## src/rtl/piano_pkg.sv

```systemverilog
// Shared definitions for the piano note datapath: arbiter state encoding,
// grant bit positions and key ID conventions.
package piano_pkg;

  localparam int KEY_ID_BITS_DEFAULT = 4;
  localparam int REST_ID             = 0;

  localparam int GRANT_W    = 3;
  localparam int GRANT_LIVE = 0;
  localparam int GRANT_REC  = 1;
  localparam int GRANT_SONG = 2;

  typedef enum logic [1:0] {
    ST_LIVE = 2'd0,
    ST_GAP  = 2'd1,
    ST_REC  = 2'd2,
    ST_SONG = 2'd3
  } arb_state_t;

  // One-hot grant for a state; the handover gap grants nobody.
  function automatic logic [GRANT_W-1:0] grant_of(input arb_state_t s);
    logic [GRANT_W-1:0] g;
    g = '0;
    case (s)
      ST_LIVE: g[GRANT_LIVE] = 1'b1;
      ST_REC:  g[GRANT_REC]  = 1'b1;
      ST_SONG: g[GRANT_SONG] = 1'b1;
      default: g = '0;
    endcase
    return g;
  endfunction

endpackage

```

## src/rtl/mute_gap_timer.sv

```systemverilog
// Counts the muted handover gap. Held at zero while load is high; once load
// drops it counts 0..GAP_CYCLES-1 and flags done on the last gap cycle.
module mute_gap_timer #(
  parameter int GAP_CYCLES = 50000
) (
  input  logic clk,
  input  logic rst,
  input  logic load,
  output logic done
);

  localparam int CNT_W = (GAP_CYCLES > 0) ? $clog2(GAP_CYCLES + 1) : 1;
  localparam int LAST  = (GAP_CYCLES > 0) ? GAP_CYCLES - 1 : 0;

  logic [CNT_W-1:0] count;

  // NOTE: sequential state is updated with non-blocking assignments only, so
  // every register samples pre-edge values regardless of statement order.
  always_ff @(posedge clk) begin
    if (rst) begin
      count <= '0;
    end else if (load) begin
      count <= '0;
    end else if (count != CNT_W'(LAST)) begin
      count <= count + CNT_W'(1);
    end
  end

  assign done = !load && (count == CNT_W'(LAST));

endmodule

```

## src/rtl/sound_source_arbiter.sv

```systemverilog
// Registered, non-preemptive arbiter for the buzzer/seven-segment note path
// with a muted gap on every handover. Optional macro ARB_LIVE_OVERRIDE_EN lets
// pressed live keys be heard over recorder or song playback.
module sound_source_arbiter
  import piano_pkg::*;
#(
  parameter int KEY_ID_BITS = KEY_ID_BITS_DEFAULT,
  parameter int GAP_CYCLES  = 50000
) (
  input  logic                   clk,
  input  logic                   rst,
  input  logic [KEY_ID_BITS-1:0] live_key_id,
  input  logic                   live_pressed,
  input  logic                   live_oct_up,
  input  logic                   live_oct_down,
  input  logic [KEY_ID_BITS-1:0] rec_key_id,
  input  logic                   rec_pressed,
  input  logic                   rec_oct_up,
  input  logic                   rec_oct_down,
  input  logic [KEY_ID_BITS-1:0] song_key_id,
  input  logic                   song_pressed,
  input  logic                   song_oct_up,
  input  logic                   song_oct_down,
  input  logic                   rec_busy,
  input  logic                   song_busy,
  input  logic                   record_level_in,
  input  logic                   playback_pulse_in,
  input  logic                   song_level_in,
  output logic                   record_level_out,
  output logic                   playback_pulse_out,
  output logic                   song_level_out,
  output logic [KEY_ID_BITS-1:0] out_key_id,
  output logic                   out_pressed,
  output logic                   out_oct_up,
  output logic                   out_oct_down,
  output logic [GRANT_W-1:0]     grant,
  output logic                   mute
);

  localparam bit GAP_EN = (GAP_CYCLES > 0);

  arb_state_t state;
  arb_state_t target;
  logic       gap_done;

  mute_gap_timer #(
    .GAP_CYCLES(GAP_CYCLES)
  ) u_gap_timer (
    .clk  (clk),
    .rst  (rst),
    .load (state != ST_GAP),
    .done (gap_done)
  );

  logic                   live_override;
  logic [KEY_ID_BITS-1:0] sel_key;
  logic                   sel_pressed;
  logic                   sel_up;
  logic                   sel_down;
  logic                   rec_gate;
  logic                   pb_gate;
  logic                   song_gate;

  // NOTE: every signal assigned in always_comb gets a default first, so no
  // path through the block leaves it unassigned and no latch is inferred.
  always_comb begin
`ifdef ARB_LIVE_OVERRIDE_EN
    live_override = live_pressed && (live_key_id != KEY_ID_BITS'(REST_ID));
`else
    live_override = 1'b0;
`endif
    sel_key     = KEY_ID_BITS'(REST_ID);
    sel_pressed = 1'b0;
    sel_up      = 1'b0;
    sel_down    = 1'b0;
    case (state)
      ST_LIVE: begin
        sel_key     = live_key_id;
        sel_pressed = live_pressed;
        sel_up      = live_oct_up;
        sel_down    = live_oct_down;
      end
      ST_REC: begin
        sel_key     = live_override ? live_key_id   : rec_key_id;
        sel_pressed = live_override ? live_pressed  : rec_pressed;
        sel_up      = live_override ? live_oct_up   : rec_oct_up;
        sel_down    = live_override ? live_oct_down : rec_oct_down;
      end
      ST_SONG: begin
        sel_key     = live_override ? live_key_id   : song_key_id;
        sel_pressed = live_override ? live_pressed  : song_pressed;
        sel_up      = live_override ? live_oct_up   : song_oct_up;
        sel_down    = live_override ? live_oct_down : song_oct_down;
      end
      default: ;
    endcase

    // Only one activity may start at a time; recording claims priority.
    rec_gate  = (state == ST_LIVE) && record_level_in;
    pb_gate   = (state == ST_LIVE) && !rec_gate && !song_level_in && playback_pulse_in;
    song_gate = song_level_in && !rec_gate &&
                ((state == ST_LIVE) || (state == ST_SONG) ||
                 ((state == ST_GAP) && (target == ST_SONG)));
  end

  always_ff @(posedge clk) begin
    if (rst) begin
      state              <= ST_LIVE;
      target             <= ST_LIVE;
      out_key_id         <= KEY_ID_BITS'(REST_ID);
      out_pressed        <= 1'b0;
      out_oct_up         <= 1'b0;
      out_oct_down       <= 1'b0;
      grant              <= grant_of(ST_LIVE);
      mute               <= 1'b0;
      record_level_out   <= 1'b0;
      playback_pulse_out <= 1'b0;
      song_level_out     <= 1'b0;
    end else begin
      case (state)
        ST_LIVE: begin
          if (song_busy || rec_busy) begin
            target <= song_busy ? ST_SONG : ST_REC;
            if (GAP_EN) state <= ST_GAP;
            else        state <= song_busy ? ST_SONG : ST_REC;
          end
        end
        ST_GAP: begin
          // A source that gave up during the gap is not granted.
          if (gap_done) begin
            case (target)
              ST_REC:  state <= rec_busy  ? ST_REC  : ST_LIVE;
              ST_SONG: state <= song_busy ? ST_SONG : ST_LIVE;
              default: state <= ST_LIVE;
            endcase
          end
        end
        ST_REC: begin
          if (!rec_busy) begin
            target <= ST_LIVE;
            state  <= GAP_EN ? ST_GAP : ST_LIVE;
          end
        end
        ST_SONG: begin
          if (!song_busy) begin
            target <= ST_LIVE;
            state  <= GAP_EN ? ST_GAP : ST_LIVE;
          end
        end
        default: state <= ST_LIVE;
      endcase

      out_key_id         <= sel_key;
      out_pressed        <= sel_pressed;
      out_oct_up         <= sel_up;
      out_oct_down       <= sel_down;
      grant              <= grant_of(state);
      mute               <= (state == ST_GAP);
      record_level_out   <= rec_gate;
      playback_pulse_out <= pb_gate;
      song_level_out     <= song_gate;
    end
  end

endmodule
```

## config.mk

```make
export PLATFORM = sky130hd
export DESIGN_NAME = sound_source_arbiter
export DESIGN_NICKNAME = d
export VERILOG_FILES = /design/src/rtl/piano_pkg.sv /design/src/rtl/mute_gap_timer.sv /design/src/rtl/sound_source_arbiter.sv
export SDC_FILE = /design/constraint.sdc
export NUM_CORES = 1
export LEC_CHECK = 0
export BUFFER_PORTS_ARGS = -buffer_cell sky130_fd_sc_hd__buf_4
export CORE_UTILIZATION = 35
export DETAILED_ROUTE_END_ITERATION = 10
export GPL_TIMING_DRIVEN = 0
export SLEW_MARGIN = 20
export SYNTH_ARGS = -nofsm -noshare
export SYNTH_HDL_FRONTEND = slang
export SYNTH_HIERARCHICAL = 1
export SYNTH_SLANG_ARGS = --single-unit
```

## constraint.sdc

```tcl
create_clock -name clk -period 5.23 [get_ports clk]
set_input_delay 0.523 -clock clk [delete_from_list [all_inputs] [get_ports clk]]
set_output_delay 0.523 -clock clk [all_outputs]
set_load 0.005 [all_outputs]
```

After elaboration in Yosys (flattened, before gate mapping) --
Index checks and enable logic that the tools add are counted.
Storage, ports and cells: bits in registers 34, input bits 28, output and inout port bits 14, logic and storage cells 64
Operators by class: $add $sub $neg 1, equality and inequality tests 12, muxes and demuxes 20, reductions and logical operators 19
Operators by type and width (count):
- 2-bit two-way mux | 9
- 16-bit by 1-bit adder with 16-bit output, second input constant | 1
- 16-bit equality test, second input constant | 1
- 16-bit != test, second input constant | 1
- 4-bit one-hot mux with 3 select lines | 1
- 1-bit one-hot mux with 3 select lines | 3
- 2-bit equality test, second input constant | 4
- 1-bit logical AND | 8
- 2-bit one-hot mux with 4 select lines | 1
- 4-bit AND reduction | 2
- 2-bit != test, second input constant | 3
- 2-bit one-hot mux with 3 select lines | 1
- 1-bit two-way mux | 4
- 2-bit by 1-bit != test with 1-bit output, second input constant | 2
- 2-bit one-hot mux with 2 select lines | 1
- 1-bit logical NOT | 3
- 1-bit logical OR | 3
- 3-bit nonzero test | 1
- 2-bit by 1-bit equality test with 1-bit output, second input constant | 1
- 2-bit logical NOT | 1
- 2-bit OR reduction | 1

Depth between registers and ports, before layout --
Gate-level depths: netlist (run 1).
depth after elaboration 6, depth in mapped cells 7, depth with buffers taken out 7

By module --
Netlist (run 1), hierarchy kept.
By module, submodules not included:
- mute_gap_timer | instances 1, cells an instance 93, area each 774.5 µm²
- sound_source_arbiter | instances 1, cells an instance 77, area each 774.5 µm²

Least setup slack after synthesis (run 1) --
Ideal clock, no wire load.
path type register to register, from register u_gap_timer.count[11], to register state[1], setup time 121 ps, arrival 1723 ps, path slack 3387 ps, cell stages (with the launch flop) 6, buffers on the path 0, clock period less this slack 1843 ps, path through dfxtp_1 > or4b_4 > nor4_1 > inv_1 > a211o_1 > mux2_2
On the way: longest elaborated chain between the ends 4
RTL lines:
- from (decl) | RTL line mute_gap_timer.sv:15 | logic [CNT_W-1:0] count;
- from (signal assigned) | RTL line mute_gap_timer.sv:25 | count <= count + CNT_W'(1);
- 16-bit equality test | RTL line mute_gap_timer.sv:29 | assign done = !load && (count == CNT_W'(LAST));
- 1-bit logical AND | RTL line mute_gap_timer.sv:29
- via gap_done | RTL line sound_source_arbiter.sv:44 | logic gap_done;
- 2-bit != test (no source line)
- 4-bit AND reduction (no source line)
- to (signal assigned) | RTL line sound_source_arbiter.sv:125 | else state <= song_busy ? ST_SONG : ST_REC;
- to (signal assigned) | RTL line sound_source_arbiter.sv:132 | ST_REC: state <= rec_busy ? ST_REC : ST_LIVE;
- to (signal assigned) | RTL line sound_source_arbiter.sv:133 | ST_SONG: state <= song_busy ? ST_SONG : ST_LIVE;
- to (decl) | RTL line sound_source_arbiter.sv:42 | arb_state_t state;
The timed path passes the listed nets, and every way through them passes these cells. A chain may end at the register's enable or synchronous reset.

Worst setup path in the final report (run 1) --
from register state[1], to register state[0]
On the way: longest elaborated chain between the ends 5, elaborated cells on any way between the ends 13, those cells by class eq/ne (8); mux (1); reduce/logical (4)
RTL lines:
- 2-bit by 1-bit != test with 1-bit output | RTL line sound_source_arbiter.sv:51 | .load (state != ST_GAP),
- 1-bit logical NOT | RTL line mute_gap_timer.sv:29
- 1-bit logical AND | RTL line mute_gap_timer.sv:29
- via gap_done | RTL line sound_source_arbiter.sv:44
- 2-bit != test (no source line)
- 4-bit AND reduction (no source line)
The timed path passes the listed nets, and every way through them passes these cells.

==> results of run 1 <==
==> sequential cells by signal, indices dropped and copies added (netlist names), 2 cells and up <==
signal,cells
u_gap_timer/count,16
out_key_id,4
grant,3
state,2
target,2
==> kinds of logic (layout without fill, tap and decap cells) <==
group	count (synthesis)	in the layout	synth area share
and+or+nand+nor	76	76	0.2528
DFF	34	34	0.4394
AOI/OAI and AO/OA	25	25	0.1276
buffers and inverters	15	64	0.04281
xor gates and xnor gates	11	11	0.06705
adders and majority gates	7	7	0.05654
muxes	2	2	0.01373
==> stage by stage <==
stage                     std cells  hold WS [ps]  total power, W    util  worst slack (ps)
after floorplan                 170         453.6       0.0003136       -              3387
after global placement          261         472.1       0.0003483  0.4664              3213
after detailed placement        261         476.2       0.0003485  0.4664              3161
after CTS                       269         425.2       0.0006498  0.5011              3135
after global routing            269         427.3       0.0006690  0.5011              2951
final                           269         436.6       0.0006412  0.5011              3153
==> where the power goes <==
group	internal, W	switching, W
combinational	0.0000373	0.0000303
clock	0.000203	0.0000953
sequential	0.000269	0.00000610
==> cells in the mapped netlist (2+ instances only) <==
master / number / share of area
nand3_1: 5 / 0.016
or2_2: 3 / 0.012
a221oi_1: 2 / 0.011
o21ai_0: 2 / 0.0065
nor2_1: 28 / 0.068
dfxtp_1: 34 / 0.44
xnor2_1: 9 / 0.051
a222oi_1: 7 / 0.045
clkbuf_1: 6 / 0.015
a21oi_1: 5 / 0.016
nor4_1: 5 / 0.020
nand4_1: 3 / 0.012
nand2_1: 12 / 0.029
nor3_1: 6 / 0.019
inv_1: 8 / 0.019
nor2b_1: 2 / 0.0081
ha_1: 7 / 0.057
==> how the worst max path moves through the flow <==
stage                     endpoint             startpoint  slack (ps)
after floorplan           state[1]  u_gap_timer/count[11]        3390
after global placement    state[1]               state[1]        3210
after detailed placement  state[0]               state[1]        3160
after CTS                 state[0]               state[1]        3140
after global routing      state[0]               state[1]        2950
final                     state[0]               state[1]        3150
==> cell type report <==
cell class,instances,area share
clock buffers,6,0.04005
clock inverters,2,0.02913
flip-flops and latches,34,0.3301
multi-input cells,121,0.3890
repair buffers,41,0.1493
well taps,50,0.03034
inverters,8,0.01456
plain buffers,7,0.01760
==> per-layer routing <==
metal  wire [microns]  up-vias  global-route usage
met2             1472       56              0.2414
met5                0        -                   0
met1             1673      625              0.2044
met4               15        0             0.08594
met3              311        2             0.04605
li1                 -      706                   -
==> worst max-delay path, cell delays in order, from the launching register on <==
cell,delay (ps)
dfxtp_1,340
inv_1,140
ha_1,290
inv_1,180
nor4_1,310
inv_1,100
a211o_1,320
a221oi_1,290
==> impl_metrics.py, run 1 <==
metrics = {
    "cts": {
        "clkSlewWorstSetupHoldPaths_ps": 70,
        "root_buffer": "clkbuf_8",
        "clkLatencyLatePin_ps": 280,
        "h-tree-depth": 2,
        "post-cts-setup-buffers": 0,
        "cts_max_path_buffers": 2,
        "clock_sinks": 34,
        "cts_hold_buffers": 0,
        "cts_tree": "done",
        "cts_resized": 0,
        "cts_buffers": 5,
    },
    "timing": {
        "maxSlewHeadroom": 0.5950,
        "fin_tns_setup_ps": 0,
        "worst_pin_slew_ps": 601.9,
        "min_period_ps": 2077,
        "fmax_mhz": 481.4,
        "hold_viol": 0,
        "period_share": 0.3972,
        "finalMaxSlewViolations": 0,
        "setup_viol_count_final": 0,
        "grt_setup_unrepaired": "false",
        "finalClockSkew_ps": 7.228,
    },
    "routing": {
        "drcViolationCount": 0,
        "drtPass1Iterations": 4,
        "vias_per_cell": 5.164,
        "wirelength_microns": 3472,
        "drtIter0Drc": 99,
        "antenna_left": 0,
        "route.vias.total": 1389,
        "wire_per_inst_microns": 12.91,
    },
    "die": {
        "die-height_microns": 68.53,
        "dieArea_sq_mm": 0.004696,
        "rows": 23,
        "core-area_sq_mm": 0.004115,
        "die_w_microns": 68.53,
        "ios": 42,
        "initial_core_util": 0.3764,
    },
    "global_route": {
        "grt_usage": 0.1600,
        "grt_max_degree": 12,
        "antenna_found_initial": 0,
        "overflow": 0,
        "grt_pass1_vias": 1217,
        "grt_pass1_wl_microns": 5520,
    },
    "yosys": {
        "syn_inst": 170,
        "ys.flop_type": "dfxtp_1",
        "syn_area_per_cell_sq_um": 9.112,
        "syn_area_sq_mm": 0.001549,
        "synth_nets": 205,
        "synth-seq-area-share": 0.4394,
        "synth_edf_count": 0,
        "synth_warnings": 6,
        "ys_ff_latch": 34,
        "synth_async_sr_flop_share": 0,
        "ys_types": 43,
    },
    "power": {
        "ir_drop_uv": 135.8,
        "power_density_mw_per_mm2": 310.9,
        "power.static_leakage_nw": 0.8119,
    },
    "worst_setup_path": {
        "r2r_start": "state[1]",
        "worstRegToRegCells": 7,
        "criticalPathCategory": "reg -> reg",
        "regToRegEndpoint": "state[0]",
        "reg2reg_slack_ps": 3150,
        "start_kind": "flop",
        "required_ps": 5420,
        "crit_path_end_kind": "flop",
        "worstPathArrival_ps": 2270,
        "critPathMaxFanout": 7,
    },
    "layout": {
        "diodes": 0,
        "final-seq-area_sq_um": 680.7,
        "design_area_sq_mm": 0.002062,
        "layout_common_cells": "buf_4, dfxtp_1, nor2_1",
        "drive_above_1_share": 0.2740,
        "syn_to_final_growth_pct": 33.12,
        "final_common_cell": "buf_4",
        "multi_input_area_sq_um": 802.0,
        "nNetsFinal": 253,
        "fillers": 407,
    },
    "placed_design": {
        "dpl-instance-area_sq_mm": 0.001919,
        "dp_hpwl_microns": 2561,
        "finalWeightedCongestion": 0.8412,
        "portBuffers": 41,
    },
    "min_path": {
        "hold_depth": 2,
        "hold_path_end": "song_level_out",
        "min_from": "record_level_in",
        "hp-class": "in -> reg",
    },
    "run": {
        "max-cap-violations": 0,
    },
    "run_status": {
        "status": "complete, no violations",
    },
}
Note: power is estimated with default switching activity, not from simulation.
==> run 2, diff against run 1 <==
==> constraint.sdc (replaced) <==
create_clock -name clk -period 1.8 [get_ports clk]
set_input_delay 0.18 -clock clk [delete_from_list [all_inputs] [get_ports clk]]
set_output_delay 0.18 -clock clk [all_outputs]
set_load 0.005 [all_outputs]
==> run 2 against run 1 <==
Against the previous run:
- cell count up 0.74%
- largest power group is now registers
- first-iteration DRC count down 17%
- register-to-register slack worse by 3300 ps
- non-clock buffer count up 2
- fmax up 7.4%
- sequential power rose to 2.9 times the previous value
- design area up 1.3%
- power up 150%
- clock skew down 0.96 ps
- the flow now finishes with violations (setup timing)
==> impl_metrics.py, run 2 (same netlist as run 1, synthesis figures left out) <==
metrics = {
    "run_status": {
        "status": "complete, but fails checks",
        "violations": "setup timing",
    },
    "die": {
        "ios": 42,
        "rows": 23,
        "initial_core_util": 0.3764,
        "die-height_microns": 68.53,
        "core-area_sq_mm": 0.004115,
        "die_w_microns": 68.53,
        "dieArea_sq_mm": 0.004696,
    },
    "worst_setup_path": {
        "crit_path_cell_trace": "or4b_4, nor4_4, inv_1, a211o_1, mux2_2",
        "crit_path_end_kind": "flop",
        "critPathMaxFanout": 3,
        "start_kind": "flop",
        "max_stage_delay_ps": 570,
        "crit_path_top_delay_cell": "or4b_4",
        "required_ps": 1970,
        "worstPathArrival_ps": 2100,
        "criticalPathCategory": "reg -> reg",
    },
    "timing": {
        "period_share": 1.074,
        "grt_setup_unrepaired": "true",
        "maxSlewHeadroom": 0.6216,
        "worst_pin_slew_ps": 562.4,
        "finalMaxSlewViolations": 0,
        "min_period_ps": 1934,
        "fin_tns_setup_ps": -247.7,
        "finalClockSkew_ps": 6.272,
        "hold_viol": 0,
        "final.setup.worst_slack_ps": -133.9,
        "fmax_mhz": 517.1,
        "setup_viol_count_final": 3,
    },
    "global_route": {
        "overflow": 0,
        "grt_pass1_wl_microns": 5623,
        "grt_usage": 0.1649,
        "grt_max_degree": 11,
        "grt_pass1_vias": 1212,
        "antenna_found_initial": 0,
    },
    "layout": {
        "design_area_sq_mm": 0.002090,
        "final-seq-area_sq_um": 691.9,
        "multi_input_area_sq_um": 847.1,
        "syn_to_final_growth_pct": 34.89,
        "final_common_cell": "buf_4",
        "fillers": 398,
        "nNetsFinal": 255,
        "max_flop_register": "u_gap_timer/count",
        "stdcell_count": 271,
        "largest_reg_flops": 16,
        "diodes": 0,
        "drive_above_1_share": 0.3575,
        "top_regs": "u_gap_timer/count: 16 flops, out_key_id: 4 flops, grant: 3 flops",
        "layout_common_cells": "buf_4, nor2_1, dfxtp_1",
    },
    "power": {
        "ir_drop_uv": 391.7,
        "power_density_mw_per_mm2": 758.9,
        "power_w": 0.001586,
        "power.static_leakage_nw": 0.8165,
    },
    "cts": {
        "clkLatencyLatePin_ps": 280,
        "cts_tree": "done",
        "root_buffer": "clkbuf_8",
        "h-tree-depth": 2,
        "cts_max_path_buffers": 2,
        "clock_sinks": 34,
        "cts_buffers": 5,
        "clkSlewWorstSetupHoldPaths_ps": 70,
    },
    "min_path": {
        "hp-class": "in -> reg",
    },
    "routing": {
        "drtIter0Drc": 82,
        "antenna_left": 0,
        "drtPass1Iterations": 5,
        "wirelength_microns": 3509,
        "route.vias.total": 1384,
        "wire_per_inst_microns": 12.95,
        "drcViolationCount": 0,
        "vias_per_cell": 5.107,
    },
    "placed_design": {
        "dp_hpwl_microns": 2554,
        "dpl.cell_count": 261,
        "dpl-instance-area_sq_mm": 0.001919,
        "finalWeightedCongestion": 0.8190,
        "portBuffers": 41,
    },
    "run": {
        "max-cap-violations": 0,
    },
}
==> run 2: layout make-up <==
cell class / instances / share of cell area
Multi-Input combinational cell: 121 / 0.4054
Sequential cell: 34 / 0.3311
Timing Repair Buffer: 43 / 0.1545
Inverter: 8 / 0.01617
Clock inverter: 1 / 0.002395
Tap cell: 50 / 0.02994
Buffer: 7 / 0.01916
Clock buffer: 7 / 0.04132
==> run 2: worst paths after layout <==
kind	startpoint	endpoint	slack (ps)	depth (start not counted)
max	u_gap_timer/count[13]	state[1]	-130	5
min	record_level_in	song_level_out	100	2
max reg2reg	u_gap_timer/count[13]	state[1]	-130	5
min reg2reg	u_gap_timer/count[1]	u_gap_timer/count[1]	490	2
==> run 2: per-layer routing <==
layer	vias to the layer above	global-route usage	wire, microns	share of wire
li1	710	-	-	-
met1	629	0.2137	1675	0.48
met2	41	0.2561	1527	0.44
met3	4	0.04934	273	0.078
met4	0	0.06250	32	0.0091
met5	-	0	0	0
==> run 2: power breakdown <==
group	internal (W)	total, W	switching (W)
Clock	0.000308	0.000569	0.000261
Sequential	0.000782	0.000801	0.0000184
Combinational	0.000121	0.000216	0.0000948
Total	0.00121	0.00159	0.000374
==> run 2: worst max-delay path: cells and delay by family, from the launching register on <==
family	cells	cell delay [ps]
AND/OR/NAND/NOR	2	840
buffers and inverters	1	90
multiplexers	1	270
AO/OA/AOI/OAI	1	290
flip-flops	1	330
==> run 2: repair_timing <==
action / CTS / global route
setup buffers: 0 / 2
hold buffers: 0 / 0
endpoints found under the hold margin: 0 / 0
pin swaps: 0 / 5
gates cloned: 0 / 0
resized for setup: 11 / 11
endpoints found under the setup margin: 13 / 16
==> run 2: stage by stage <==
step | hold slack (ps) | util | setup WS (ps)
6_report | 97.64 | 0.5078 | -133.9
5_1_grt | 106.4 | 0.5078 | -227.5
2_1_floorplan | 283.4 | - | 13.42
3_5_place_dp | 393.1 | 0.4664 | -210.6
3_3_place_gp | 390.4 | 0.4664 | -215.9
4_1_cts | 89.76 | 0.4965 | -67.11
==> run 3, diff against run 2 <==
--- a/config.mk
+++ b/config.mk
@@ -9,6 +9,7 @@
 export CORE_UTILIZATION = 35
 export DETAILED_ROUTE_END_ITERATION = 10
 export GPL_TIMING_DRIVEN = 0
+export MAX_ROUTING_LAYER = met4
 export SLEW_MARGIN = 20
 export SYNTH_ARGS = -nofsm -noshare
 export SYNTH_HDL_FRONTEND = slang
==> run 3 against run 2 <==
Against the previous run:
- the run still ends with setup timing left
- combinational power about the same
- global-route usage up 0.47 points
- clock power about the same
- wire length down 0.17%
- hold slack worse by 1.7 ps
- flip-flop and latch count unchanged
- sequential share of layout area unchanged
- clock skew up 0.97 ps
- die area unchanged
- sequential power about the same
- cell count unchanged
==> impl_metrics.py, run 3 (same netlist as run 1, synthesis figures left out) <==
metrics = {
    "run_status": {
        "status": "complete, but fails checks",
        "violations": "setup timing",
    },
    "layout": {
        "top_regs": "u_gap_timer/count: 16 flops, out_key_id: 4 flops, grant: 3 flops",
        "nNetsFinal": 255,
        "max_flop_register": "u_gap_timer/count",
        "layout_common_cells": "buf_4, nor2_1, dfxtp_1",
        "fillers": 398,
        "final_common_cell": "buf_4",
        "largest_reg_flops": 16,
        "syn_to_final_growth_pct": 34.89,
        "diodes": 0,
        "drive_above_1_share": 0.3575,
        "stdcell_count": 271,
    },
    "global_route": {
        "grt_max_degree": 11,
        "grt_pass1_vias": 1211,
        "grt_usage": 0.1696,
        "overflow": 0,
        "antenna_found_initial": 0,
        "grt_pass1_wl_microns": 5630,
        "grt_util_met1": 0.2137,
        "top_usage_layer": "met2",
        "met2_usage": 0.2561,
        "use_met3": 0.04934,
    },
    "cts": {
        "clock_sinks": 34,
        "cts_buffers": 5,
        "cts_max_path_buffers": 2,
        "clkSlewWorstSetupHoldPaths_ps": 70,
        "h-tree-depth": 2,
        "cts_tree": "done",
        "root_buffer": "clkbuf_8",
        "clkLatencyLatePin_ps": 280,
    },
    "timing": {
        "fmax_mhz": 517.1,
        "fin_tns_setup_ps": -248.2,
        "finalMaxSlewViolations": 0,
        "hold_viol": 0,
        "worst_pin_slew_ps": 562.9,
        "holdWs_ps": 95.90,
        "period_share": 1.074,
        "maxSlewHeadroom": 0.6213,
        "grt_setup_unrepaired": "true",
        "min_period_ps": 1934,
        "finalClockSkew_ps": 7.245,
        "final.setup.worst_slack_ps": -133.9,
        "setup_viol_count_final": 3,
    },
    "die": {
        "die-height_microns": 68.53,
        "rows": 23,
        "dieArea_sq_mm": 0.004696,
        "ios": 42,
        "initial_core_util": 0.3764,
        "die_w_microns": 68.53,
        "core-area_sq_mm": 0.004115,
    },
    "worst_setup_path": {
        "worstPathArrival_ps": 2100,
        "reg2reg_slack_ps": -130,
        "criticalPathCategory": "reg -> reg",
        "crit_path_end_kind": "flop",
        "required_ps": 1970,
        "start_kind": "flop",
        "critPathMaxFanout": 3,
    },
    "routing": {
        "wire_per_inst_microns": 12.93,
        "vias_per_cell": 5.114,
        "antenna_left": 0,
        "drcViolationCount": 0,
        "route.vias.total": 1386,
        "drtPass1Iterations": 5,
        "drtIter0Drc": 82,
        "wirelength_microns": 3503,
    },
    "placed_design": {
        "portBuffers": 41,
        "dp_hpwl_microns": 2554,
        "dp_slack_ps": -210.6,
        "finalWeightedCongestion": 0.8312,
        "dpl.cell_count": 261,
    },
    "power": {
        "ir_drop_uv": 391.7,
        "power.static_leakage_nw": 0.8165,
        "power_density_mw_per_mm2": 759.6,
        "power_w": 0.001587,
    },
    "min_path": {
        "hp-class": "in -> reg",
    },
    "run": {
        "max-cap-violations": 0,
    },
}
## run 3: stage by stage
| stage | area [sq um] | util |
|---|---|---|
| after CTS | 2043 | 0.4965 |
| final | 2090 | 0.5078 |
| after global routing | 2090 | 0.5078 |
| after global placement | 1919 | 0.4664 |
| after detailed placement | 1919 | 0.4664 |
| after floorplan | 1549 | - |
## run 3: what timing repair did
action / in CTS / in global routing
setup endpoints to repair: 13 / 16
hold endpoints to repair: 0 / 0
buffers inserted: 0 / 2
resized for setup: 11 / 11
hold buffers: 0 / 0
pin swaps: 0 / 5
## run 3: worst paths after layout
kind / start / endpoint / cells past startpoint
setup reg to reg: u_gap_timer/count[13] / state[1] / 5
setup / recovery: u_gap_timer/count[13] / state[1] / 5
hold / removal: record_level_in / song_level_out / 2
hold reg to reg: u_gap_timer/count[1] / u_gap_timer/count[1] / 2
## run 3: metal layers
layer / share of wire / up-vias
met5: 0 / -
met4: 0.0094 / 0
met3: 0.073 / 4
met2: 0.44 / 38
met1: 0.48 / 634
li1: - / 710
## run 3: final cells by class
cell class | instances | area [sq um] | share of cell area
Buffer | 7 | 40.04 | 0.01916
Clock buffer | 7 | 86.33 | 0.04132
Timing Repair Buffer | 43 | 322.8 | 0.1545
Inverter | 8 | 33.78 | 0.01617
Multi-Input combinational cell | 121 | 847.1 | 0.4054
Clock inverter | 1 | 5.005 | 0.002395
Tap cell | 50 | 62.56 | 0.02994
Sequential cell | 34 | 691.9 | 0.3311
## run 3: worst max-delay path, stage by stage, from the launching register on
cell     delay, ps
dfxtp_2        330
or4b_4         570
nor4_4         270
inv_1           90
a211o_1        290
mux2_2         270
## run 3: power breakdown
part | internal, W | total [W] | switching, W | leakage [nW]
Clock | 0.000308 | 0.000571 | 0.000262 | 0.0482
Combinational | 0.000121 | 0.000216 | 0.0000947 | 0.487
Sequential | 0.000782 | 0.000801 | 0.0000184 | 0.281
